<file path="src/rtl/sprite_arb_pkg.sv">
`default_nettype none
// ============================================================================
// Module   : sprite_arb_pkg
// Purpose  : Shared defaults and types for the sprite ROM arbiter.
// Revision : 1.0 - initial release
// ============================================================================
package sprite_arb_pkg;

    localparam int NUM_REQ_DEFAULT   = 3;
    localparam int ADDR_W_DEFAULT    = 10;
    localparam int DATA_W_DEFAULT    = 4;
    localparam int MAX_BURST_DEFAULT = 32;

    typedef logic [$clog2(NUM_REQ_DEFAULT)-1:0] req_id_t;

    typedef enum logic [0:0] {
        ARB   = 1'b0,
        BURST = 1'b1
    } arb_state_t;

endpackage
`default_nettype wire

</file>
<file path="src/rtl/sprite_rom_arbiter_rr_picker.sv">
`default_nettype none
// ============================================================================
// Module   : rr_picker
// Purpose  : Combinational rotating-priority picker. Returns the first set
//            request found scanning from start upward, modulo NUM_REQ.
// Revision : 1.0 - initial release
// ============================================================================
module rr_picker
    import sprite_arb_pkg::*;
#(
    parameter  int NUM_REQ = NUM_REQ_DEFAULT,
    localparam int ID_W    = $clog2(NUM_REQ)
) (
    input  logic [NUM_REQ-1:0] req,
    input  logic [ID_W-1:0]    start,
    output logic [NUM_REQ-1:0] win,
    output logic               found
);

    logic [ID_W-1:0] idx;

    // Scan all requesters beginning at start; first hit wins.
    always_comb begin
        win   = '0;
        found = 1'b0;
        idx   = '0;
        for (int k = 0; k < NUM_REQ; k++) begin
            idx = ID_W'((int'(start) + k) % NUM_REQ);
            if (!found && req[idx]) begin
                win[idx] = 1'b1;
                found    = 1'b1;
            end
        end
    end

endmodule
`default_nettype wire

</file>
<file path="src/rtl/sprite_rom_arbiter.sv">
`default_nettype none
// ============================================================================
// Module   : sprite_rom_arbiter
// Purpose  : Round-robin arbiter with burst locking that shares one
//            synchronous sprite ROM between several pixel renderers and
//            returns each read tagged with the requester ID.
// Revision : 1.0 - initial release
// ============================================================================
module sprite_rom_arbiter
    import sprite_arb_pkg::*;
#(
    parameter  int NUM_REQ   = NUM_REQ_DEFAULT,
    parameter  int ADDR_W    = ADDR_W_DEFAULT,
    parameter  int DATA_W    = DATA_W_DEFAULT,
    parameter  int MAX_BURST = MAX_BURST_DEFAULT,
    localparam int ID_W      = $clog2(NUM_REQ)
) (
    input  logic                      vga_clk,
    input  logic                      Reset,
    input  logic [NUM_REQ-1:0]        req,
    input  logic [NUM_REQ-1:0]        lock,
    input  logic [NUM_REQ*ADDR_W-1:0] addr,
    output logic [NUM_REQ-1:0]        gnt,
    output logic [ADDR_W-1:0]         rom_address,
    input  logic [DATA_W-1:0]         rom_q,
    output logic                      rd_valid,
    output logic [ID_W-1:0]           rd_id,
    output logic [DATA_W-1:0]         rd_data
);

    localparam int                 BCNT_W  = $clog2(MAX_BURST + 1);
    localparam logic [BCNT_W-1:0]  BMAX    = BCNT_W'(MAX_BURST);
    localparam logic [ID_W-1:0]    LAST_ID = ID_W'(NUM_REQ - 1);

    arb_state_t          state_q, state_d;
    logic [ID_W-1:0]     ptr_q, ptr_d;
    logic [ID_W-1:0]     owner_q, owner_d;
    logic [BCNT_W-1:0]   bcnt_q, bcnt_d;
    logic [ADDR_W-1:0]   last_addr_q, last_addr_d;
    logic                tag_valid_q, tag_valid_d;
    logic [ID_W-1:0]     tag_id_q, tag_id_d;
    logic                rd_valid_q, rd_valid_d;
    logic [ID_W-1:0]     rd_id_q, rd_id_d;
    logic [DATA_W-1:0]   rd_data_q, rd_data_d;

    logic                burst_cont;
    logic [NUM_REQ-1:0]  pick_req;
    logic [ID_W-1:0]     pick_start;
    logic [NUM_REQ-1:0]  pick_win;
    logic                pick_found;
    logic [NUM_REQ-1:0]  win_oh;
    logic [ID_W-1:0]     win_id;
    logic [ADDR_W-1:0]   win_addr;
    logic                win_lock;
    logic                granted;

    function automatic logic [ID_W-1:0] wrap_inc(input logic [ID_W-1:0] p);
        return (p == LAST_ID) ? '0 : p + 1'b1;
    endfunction

    // Decide whether the burst owner keeps the port, otherwise set up the
    // round-robin scan (restarting after the owner when a burst just ended).
    always_comb begin
        burst_cont = (state_q == BURST) && req[owner_q] && lock[owner_q]
                     && (bcnt_q < BMAX);
        pick_req   = req;
        pick_start = ptr_q;
        if (state_q == BURST && !burst_cont) begin
            pick_start = wrap_inc(owner_q);
            if (bcnt_q == BMAX) begin
                pick_req[owner_q] = 1'b0;
            end
        end
    end

    rr_picker #(
        .NUM_REQ (NUM_REQ)
    ) u_picker (
        .req   (pick_req),
        .start (pick_start),
        .win   (pick_win),
        .found (pick_found)
    );

    // Winner selection, FSM next state, ROM address and read-pipeline inputs.
    always_comb begin
        win_oh = '0;
        if (burst_cont) begin
            win_oh[owner_q] = 1'b1;
        end else begin
            win_oh = pick_win;
        end
        granted = |win_oh;

        win_id   = '0;
        win_addr = '0;
        for (int i = 0; i < NUM_REQ; i++) begin
            if (win_oh[i]) begin
                win_id   = win_id | ID_W'(i);
                win_addr = win_addr | addr[i*ADDR_W +: ADDR_W];
            end
        end
        win_lock = |(lock & win_oh);

        state_d = state_q;
        ptr_d   = ptr_q;
        owner_d = owner_q;
        bcnt_d  = bcnt_q;
        if (burst_cont) begin
            bcnt_d = bcnt_q + BCNT_W'(1);
        end else begin
            state_d = ARB;
            ptr_d   = pick_start;
            bcnt_d  = '0;
            if (pick_found) begin
                if (win_lock) begin
                    state_d = BURST;
                    owner_d = win_id;
                    bcnt_d  = BCNT_W'(1);
                end else begin
                    ptr_d = wrap_inc(win_id);
                end
            end
        end

        last_addr_d = granted ? win_addr : last_addr_q;
        tag_valid_d = granted;
        tag_id_d    = granted ? win_id : tag_id_q;
        rd_valid_d  = tag_valid_q;
        rd_id_d     = tag_valid_q ? tag_id_q : rd_id_q;
        rd_data_d   = tag_valid_q ? rom_q : rd_data_q;

        gnt         = Reset ? '0 : win_oh;
        rom_address = Reset ? '0 : last_addr_d;
    end

    // State register; reset discards any in-flight read.
    always_ff @(posedge vga_clk or posedge Reset) begin
        if (Reset) begin
            state_q     <= ARB;
            ptr_q       <= '0;
            owner_q     <= '0;
            bcnt_q      <= '0;
            last_addr_q <= '0;
            tag_valid_q <= 1'b0;
            tag_id_q    <= '0;
            rd_valid_q  <= 1'b0;
            rd_id_q     <= '0;
            rd_data_q   <= '0;
        end else begin
            state_q     <= state_d;
            ptr_q       <= ptr_d;
            owner_q     <= owner_d;
            bcnt_q      <= bcnt_d;
            last_addr_q <= last_addr_d;
            tag_valid_q <= tag_valid_d;
            tag_id_q    <= tag_id_d;
            rd_valid_q  <= rd_valid_d;
            rd_id_q     <= rd_id_d;
            rd_data_q   <= rd_data_d;
        end
    end

    assign rd_valid = rd_valid_q;
    assign rd_id    = rd_id_q;
    assign rd_data  = rd_data_q;

endmodule
`default_nettype wire

</file>
<file path="config.mk">
export PLATFORM = sky130hd
export DESIGN_NAME = sprite_rom_arbiter
export DESIGN_NICKNAME = d
export VERILOG_FILES = /design/src/rtl/sprite_arb_pkg.sv /design/src/rtl/sprite_rom_arbiter_rr_picker.sv /design/src/rtl/sprite_rom_arbiter.sv
export SDC_FILE = /design/constraint.sdc
export NUM_CORES = 1
export LEC_CHECK = 0
export ABC_AREA = 0
export ABC_CLOCK_PERIOD_IN_PS = 6600
export CAP_MARGIN = 10
export CORE_ASPECT_RATIO = 0.75
export CORE_MARGIN = 2
export CORE_UTILIZATION = 47
export DETAILED_ROUTE_END_ITERATION = 12
export GPL_TIMING_DRIVEN = 0
export PLACE_DENSITY = 0.79
export SYNTH_ARGS = -nofsm -noshare
export SYNTH_HDL_FRONTEND = slang
export SYNTH_SLANG_ARGS = --single-unit
</file>
<file path="constraint.sdc">
create_clock -name vga_clk -period 6.6 [get_ports vga_clk]
set_input_delay 1.65 -clock vga_clk [delete_from_list [all_inputs] [get_ports vga_clk]]
set_output_delay 1.65 -clock vga_clk [all_outputs]
set_load 0.05 [all_outputs]
</file>
* After elaboration in Yosys (flattened, before gate mapping)
Cells that the tools add are included.
** Storage, ports and cells
- Register bits :: 31
- Bits of input ports :: 42
- Output and inout bits :: 20
- Word-level logic and storage cells :: 99
** Operators by class
- $add $sub $neg :: 5
- Divide/modulo/power cells :: 3
- $lt $le $gt $ge :: 9
- Eq/ne operators :: 3
- Multiplexer cells :: 45
- Bitwise gates (word level) :: 8
- Reductions and logical operators :: 16
** Operators by type and width (count)
- $mod A32 B3 Y32 const B :: 2
- $mux W10 :: 5
- $mod A3 B3 Y32 const B :: 1
- $mux W3 :: 7
- $or A10 B10 Y10 :: 2
- $mux W1 :: 17
- $lt A2 B3 Y1 const B :: 4
- $mux W2 :: 6
- $bmux W1 S2 :: 5
- $logic_and A1 B1 Y1 :: 10
- $demux W1 S2 :: 4
- $ge A2 B1 Y1 const B :: 4
- $add A6 B1 Y6 const B :: 1
- $and A3 B3 Y3 :: 2
- $eq A6 B6 Y1 const B :: 1
- $lt A6 B6 Y1 const B :: 1
- $mux W6 :: 1
- $or A3 B3 Y3 :: 2
- $reduce_or A3 Y1 :: 2
- $add A2 B1 Y2 const B :: 2
- $eq A2 B2 Y1 const B :: 2
- $add A2 B1 Y3 const B :: 1
- $add A2 B2 Y3 const B :: 1
- $logic_not A1 Y1 :: 3
- 3 further kinds :: 3

* Logic depth before layout (Yosys ltp)
Gate-level depths: netlist of run 1.
- Depth in word-level cells :: 26
- Gate-level depth with buffers :: 17
- Depth with buffers taken out :: 14

* Modules after synthesis
From an unflattened synthesis of run 1, not the netlist that was laid out.
** Unflattened totals
- Cells, all modules :: 215
- Area total of the unflattened synthesis :: 2125.8 µm²
** By module, submodules not included
- sprite_rom_arbiter :: times used 1, cells an instance 177, area an instance 1854.3 µm²
- rr_picker :: times used 1, cells an instance 38, area an instance 271.5 µm²

* Worst setup path after synthesis of run 1
Ideal clock, no wire load.
- Path type :: in2out
- From :: input port lock[1]
- To :: output port rom_address[4]
- Arrival :: 4823 ps
- Data required time :: 4950 ps
- Setup slack :: 127 ps
- Stages :: 16
- Buffers on the path :: 2
- Cells stage by stage :: nand3_1 > a211oi_2 > or2_2 > nand2_1 > nand2_1 > ha_1 > inv_1 > nand3_1 > mux2i_1 > o21ai_1 > a211oi_4 > or2_1 > buf_6 > buf_8 > a222oi_1 > a21oi_1
** On the way
- Word-level cells in the longest chain between the ends :: 25
** RTL lines
- start, declared :: RTL line sprite_rom_arbiter.sv:21 : input logic [NUM_REQ-1:0] lock,
- $bmux W1 S2 * :: RTL line sprite_rom_arbiter.sv:64 : burst_cont = (state_q == BURST) && req[owner_q] && lock[owner_q]
- $mux W1 (not written as such) * :: RTL line sprite_rom_arbiter.sv:64
- $logic_and A1 B1 Y1 * :: RTL line sprite_rom_arbiter.sv:64
- $logic_and A1 B1 Y1 * :: RTL line sprite_rom_arbiter.sv:65 : && (bcnt_q < BMAX);
- $logic_not A1 Y1 :: RTL line sprite_rom_arbiter.sv:68 : if (state_q == BURST && !burst_cont) begin
- $logic_and A1 B1 Y1 :: RTL line sprite_rom_arbiter.sv:68
- $mux W2 :: RTL line sprite_rom_arbiter.sv:68
- $add A2 B1 Y3 / $mod A3 B3 Y32 (equally long branches) :: RTL line sprite_rom_arbiter_rr_picker.sv:28 : idx = ID_W'((int'(start) + k) % NUM_REQ);
- [... 9 more ...]
- $mux W3 * :: RTL line sprite_rom_arbiter.sv:88 : if (burst_cont) begin
- $mux W10 :: RTL line sprite_rom_arbiter.sv:98 : if (win_oh[i]) begin
- $or A10 B10 Y10 :: RTL line sprite_rom_arbiter.sv:100 : win_addr = win_addr | addr[i*ADDR_W +: ADDR_W];
- $mux W10 :: RTL line sprite_rom_arbiter.sv:98
- $or A10 B10 Y10 :: RTL line sprite_rom_arbiter.sv:100
- $mux W10 :: RTL line sprite_rom_arbiter.sv:98
- $mux W10 * :: RTL line sprite_rom_arbiter.sv:126 : last_addr_d = granted ? win_addr : last_addr_q;
- $mux W10 * :: RTL line sprite_rom_arbiter.sv:134 : rom_address = Reset ? '0 : last_addr_d;
- end, declared :: RTL line sprite_rom_arbiter.sv:24 : output logic [ADDR_W-1:0] rom_address,
Mark *: on every way between the ends. The rest lies on a longest branch, timed or not. The select of a mux whose other input is x is not followed.

* Worst setup path in the final report of run 1
Ends and elaborated chain as after synthesis.

==> flow_summary.ini, run 1 <==
[logic_synthesis]
ys_seq_elements = 31
netlist_area_um2 = 2200
async_reset_ff_share_pct = 100
ys.flop_type = dfrtp_1
synth_edf_count = 0
ys_seq_area_share_pct = 35.3
synth.avg_cell_area_um2 = 9.56
yosysUniqueCellTypes = 64
syn_inst = 230
yosys_warnings = 0
synth_fp_nets = 275

[critical_path]
cpMostUsedCell = a21oi_1
r2r_cells = 16
critical_path_class = in -> out
cp_max_fo = 10
r2r-end = last_addr_q[2]
cpPeakStageDelay_ns = 0.39
critPathBufInv = 4
crit_arrival_ns = 4.69
cp_cell_sequence = clkbuf_2 -> nand3_4 -> a211oi_4 -> or2_4 -> nand2_1 -> nand2_2 -> ha_4 -> a21oi_1 -> nor2b_1 -> o31a_1 -> or2_1 -> buf_6 -> buf_8 -> a222oi_1 -> a21oi_1 -> buf_4
critPathRequiredTime_ns = 4.95
r2r_slack_ns = 3.09
crit_slowest_cell = a222oi_1
endpoint_kind = primary output
rr_startpoint = bcnt_q[5]
critPathLaunchType = input port
path_delay_family = compound AO/OA/AOI/OAI gates

[layout]
layout.cells.non_filler = 374
final_nets = 361
nFillCells = 330
mostFrequentLayoutCell = clkdlybuf4s50_1
insertedDiodeCount = 0
multi_input_area_um2 = 1420
layout_common_cells = 42 x clkdlybuf4s50_1, 31 x dfrtp_1, 26 x buf_4
drive_gt1_share_pct = 30.6
area_delta_synth_final_pct = 46.6
seqCellArea_um2 = 776

[cts]
cts_buffers = 5
worstSkewPairLatency_ns = 0.28
path_clk_slew_ns = 0.07
cts.sinks = 31
cts_tree = done
root_buffer = clkbuf_8
clockBufferDepth = 2
ctsHtreeMaxLevel = 2

[global_routing]
antenna_found_initial = 0
grt_max_degree = 33
grt.overflow.total = 0
grt_pass1_vias = 2061
grtUsageTotal_pct = 24.3
grt_pass1_wl_mm = 10.3

[sta]
timing.fmax_ghz = 0.158
max_slew_margin_pct = 57.3
clock_skew_ns = 0.00491
min_period_ns = 6.34
finalCritPeriodShare_pct = 96.0
setup_tns_ns = 0
rsz0062_at_grt = false
finalSetupViolCount = 0
setup_ws_ns = 0.261
hold_viol_final = 0
worst_slew_pin_slew_ns = 0.633
holdWs_ns = 0.381
slew_viol_final = 0

[placed_design]
place.gp.congestion = 0.915
dp.cells = 348
dp_hpwl_mm = 4.66
place.port_buffers = 61
place_ws_ns = -1.16

[drt]
drt_first_pass_iters = 5
vias = 2200
wl_per_cell_um = 17.5
routed_wl_mm = 6.55
ant_nets = 0
drc = 0
vias_per_cell = 5.88
drt_iter0_drc = 155

[worst_hold_path]
worstHoldEndpoint = rd_valid
worstHoldStart = rd_valid_d
hold_path_depth = 0
hp-class = reg -> reg

[power]
peakVddDrop_v = 0.000411
p_leak_nw = 1.39
powerDensity_nw_per_um2 = 648
total_power_mw = 2.09

[die]
num_rows = 21
die_y_um = 63.2
ios = 62
start_util_pct = 48.9
die_w_um = 83.0
dieArea_um2 = 5250
design.core.area_um2 = 4490

[run]
drv_cap = 0

[run_status]
status = complete, no violations
==> stage by stage <==
stage	area (um^2)	utilization (%)
final	3220	71.7
after global routing	3220	71.7
after CTS	3110	69.3
after detailed placement	2880	64.1
after global placement	2880	64.1
after floorplan	2200	-
==> how the worst max path moves through the flow <==
stage | from | endpoint | slack, ns | cells past startpoint
finish | lock[1] | rom_address[4] | 0.26 | 16
global route | lock[1] | rom_address[4] | 0.07 | 16
CTS | lock[2] | rom_address[8] | -0.001 | 17
detailed placement | req[0] | rom_address[8] | -1.16 | 18
global placement | req[0] | rom_address[6] | -1.14 | 16
floorplan | lock[1] | rom_address[4] | 0.13 | 16
==> layer usage <==
metal,wire (um),global-route usage [%]
met1,3020,36.7
met3,523,7.21
met4,55,4.30
met5,0,0
met2,2950,34.7
==> cells in the mapped netlist (all sizes together) (3+ instances only) <==
library cell  number  area [um^2]
a211oi             5         60.1
a21o               5         37.5
a21oi             15         78.8
a222oi            10          100
buf                8         71.3
clkbuf             3         11.3
dfrtp             31          776
ha                 3         37.5
inv                9         33.8
mux2               6         67.6
mux2i              3         30.0
nand2             25         96.4
nand2b             3         18.8
nand3             18         95.1
nand3b             4         42.5
nor2              17         63.8
nor3               6         46.3
o21ai             16          125
o22ai              3         18.8
or2                5         33.8
==> cell type report <==
type	instances	area share (%)
Multi-Input combinational cell	179	43.9
Sequential cell	31	24.1
Timing Repair Buffer	79	22.4
Tap cell	57	2.21
Clock inverter	2	1.09
Clock buffer	6	2.56
Inverter	9	1.13
Buffer	11	2.56
==> cells by family after synthesis <==
| kind of cell | Yosys count | synth area share, % |
|---|---|---|
| AOI/OAI and AO/OA | 75 | 29.7 |
| buffers and inverters | 20 | 5.29 |
| adders and majority gates | 3 | 1.71 |
| DFF | 31 | 35.3 |
| and+or+nand+nor | 89 | 22.4 |
| xor gates and xnor gates | 3 | 1.20 |
| muxes | 9 | 4.44 |
==> report_power, final <==
group	switching [mW]	internal [mW]	total (mW)
clock network	0.0711	0.122	0.193
logic	0.949	0.627	1.58
registers	0.0421	0.276	0.318
total	1.06	1.03	2.09
==> sequential cells by signal (all words and copies together) (netlist names) <==
name         flops
owner_q          2
state_q          1
last_addr_q     10
rd_valid         1
bcnt_q           6
rd_data          4
tag_id_q         2
ptr_q            2
rd_valid_d       1
rd_id            2
==> timing repair <==
| item | in CTS | in global routing |
|---|---|---|
| gates resized for setup | 86 | 20 |
| pin swaps | 7 | 13 |
| buffers inserted | 10 | 7 |
| hold buffers | 0 | 0 |
| endpoints found under the setup margin | 13 | 13 |
| cloned | 0 | 0 |
(Power assumes the default switching activity.)
==> run 2, diff against run 1 <==
--- a/config.mk
+++ b/config.mk
@@ -6,14 +6,17 @@
 export NUM_CORES = 1
 export LEC_CHECK = 0
 export ABC_AREA = 0
-export ABC_CLOCK_PERIOD_IN_PS = 6600
+export ABC_CLOCK_PERIOD_IN_PS = 6300
 export CAP_MARGIN = 10
+export CELL_PAD_IN_SITES_DETAIL_PLACEMENT = 0
+export CELL_PAD_IN_SITES_GLOBAL_PLACEMENT = 1
 export CORE_ASPECT_RATIO = 0.75
 export CORE_MARGIN = 2
-export CORE_UTILIZATION = 47
+export CORE_UTILIZATION = 36
 export DETAILED_ROUTE_END_ITERATION = 12
 export GPL_TIMING_DRIVEN = 0
-export PLACE_DENSITY = 0.79
+export PLACE_DENSITY_LB_ADDON = 0.1
+export SKIP_CTS_REPAIR_TIMING = 1
 export SYNTH_ARGS = -nofsm -noshare
 export SYNTH_HDL_FRONTEND = slang
 export SYNTH_SLANG_ARGS = --single-unit
==> constraint.sdc (replaced) <==
create_clock -name vga_clk -period 6.3 [get_ports vga_clk]
set_input_delay 1.575 -clock vga_clk [delete_from_list [all_inputs] [get_ports vga_clk]]
set_output_delay 1.575 -clock vga_clk [all_outputs]
set_load 0.05 [all_outputs]
==> flow_summary.ini, run 2 (synthesis results as in run 1) <==
[run_status]
status = complete, no violations

[sta]
max_slew_margin_pct = 51.6
slew_viol_final = 0
hold_viol_final = 0
clock_skew_ns = 0.00180
finalCritPeriodShare_pct = 98.2
worst_slew_pin_slew_ns = 0.719
setup_tns_ns = 0
setup_ws_ns = 0.113
min_period_ns = 6.19
holdWs_ns = 0.376
timing.fmax_ghz = 0.162
finalSetupViolCount = 0

[critical_path]
critPathRequiredTime_ns = 4.72
endpoint_kind = primary output
crit_arrival_ns = 4.61
critPathLaunchType = input port
cp_max_fo = 10
rr_startpoint = bcnt_q[5]
critical_path_class = in -> out
setup.worst_path.start = lock[1]

[die]
die_y_um = 71.7
dieArea_um2 = 6750
start_util_pct = 37.5
die_w_um = 94.2
ios = 62
num_rows = 24
design.core.area_um2 = 5860

[layout]
nFillCells = 537
final_nets = 356
multi_input_area_um2 = 1460
insertedDiodeCount = 0
largest_register_ffs = 10
layout_common_cells = 42 x clkdlybuf4s50_1, 31 x dfrtp_1, 22 x nand2_1
drive_gt1_share_pct = 32.1
design_area_um2 = 3270
top_register = last_addr_q
area_delta_synth_final_pct = 48.9
mostFrequentLayoutCell = clkdlybuf4s50_1
seqCellArea_um2 = 776

[power]
clock_power_share_pct = 9.1
power_frac_comb_pct = 76.0
switching_share_pct = 50.9
peakVddDrop_v = 0.000291
p_int_mw = 1.08
switchingPower_mw = 1.12
p_leak_nw = 1.39
powerDensity_nw_per_um2 = 671
pwr-share-seq_pct = 15.0

[worst_hold_path]
hp-class = reg -> reg
worstHoldStart = rd_valid_d

[global_routing]
grt_pass1_vias = 1923
grt.overflow.total = 0
antenna_found_initial = 0
grt_pass1_wl_mm = 9.74
grt_max_degree = 22
grtUsageTotal_pct = 18.5

[cts]
cts.sinks = 31
ctsHtreeMaxLevel = 2
root_buffer = clkbuf_8
cts_buffers = 5
worstSkewPairLatency_ns = 0.27
clockBufferDepth = 2
path_clk_slew_ns = 0.06
cts_tree = done

[placed_design]
place.port_buffers = 61
dp_hpwl_mm = 4.78
place.gp.congestion = 0.879
place_ws_ns = -1.38
place_area_um2 = 2960

[drt]
ant_nets = 0
drc = 0
vias_per_cell = 5.59
vias = 2180
drt_iter0_drc = 138
wl_per_cell_um = 16.3
drt_first_pass_iters = 5
routed_wl_mm = 6.34

[run]
drv_cap = 0
run 2: cell types whose count changed in the layout (fill, tap and decap cells not counted), moves of 2 or more:
cell,previous run,this run
a21oi_1,14,7
clkbuf_4,0,4
clkdlybuf4s15_2,3,0
buf_2,4,6
buf_6,4,8
a21oi_2,0,7
buf_4,26,12
run 2: layout make-up:
cell class                      instances  share of cell area, %
Tap cell                               78                   2.98
Buffer                                 11                   2.71
Clock buffer                            6                   2.52
Timing Repair Buffer                   74                   21.2
Multi-Input combinational cell        179                   44.7
Inverter                                9                   1.11
Clock inverter                          2                   1.07
Sequential cell                        31                   23.7
run 2: worst max-delay path, stage by stage:
cell	delay (ns)
clkbuf_4	0.16
nand3_4	0.12
a211oi_4	0.35
or2_4	0.18
nand2_1	0.06
nand2_2	0.10
ha_4	0.25
inv_4	0.10
a21o_1	0.12
o21ai_2	0.07
a311oi_2	0.41
a21oi_4	0.17
nor3_4	0.23
buf_12	0.15
nand3_1	0.10
a21oi_1	0.16
buf_2	0.29
run 2: per-layer routing:
| layer | vias up | wire (um) | track usage (%) |
|---|---|---|---|
| met1 | 1056 | 3070 | 29.0 |
| met5 | - | 0 | 0 |
| met4 | 0 | 40 | 2.90 |
| li1 | 1031 | - | - |
| met3 | 4 | 552 | 5.57 |
| met2 | 89 | 2680 | 25.4 |
run 2: stage by stage:
step | util (%) | cells | power [mW]
final | 55.9 | 390 | 2.20
after global routing | 55.9 | 390 | 2.34
after CTS | 52.5 | 378 | 2.00
after detailed placement | 50.5 | 370 | 1.80
after global placement | 50.0 | 369 | 1.80
after floorplan | - | 230 | 1.42
run 2: final timing paths:
| check | endpoint | slack (ns) | cells past startpoint |
|---|---|---|---|
| worst max-delay path | rom_address[2] | 0.11 | 17 |
| worst min-delay path | rd_valid | 0.38 | 0 |
| worst max register to register | last_addr_q[4] | 2.78 | 17 |
| worst min register to register | rd_valid | 0.38 | 0 |
| max in group asynchronous | rd_data[0] | 4.05 | 3 |
| min in group asynchronous | last_addr_q[9] | 1.76 | 2 |
run 2: power by group through the flow:
stage / Sequential (mW) / Combinational (mW) / Clock [mW]
5_1_grt: 0.336 / 1.79 / 0.217
6_report: 0.329 / 1.67 / 0.199
2_1_floorplan: 0.394 / 1.03 / 0
4_1_cts: 0.330 / 1.47 / 0.204
3_5_place_dp: 0.333 / 1.46 / 0
3_3_place_gp: 0.332 / 1.46 / 0
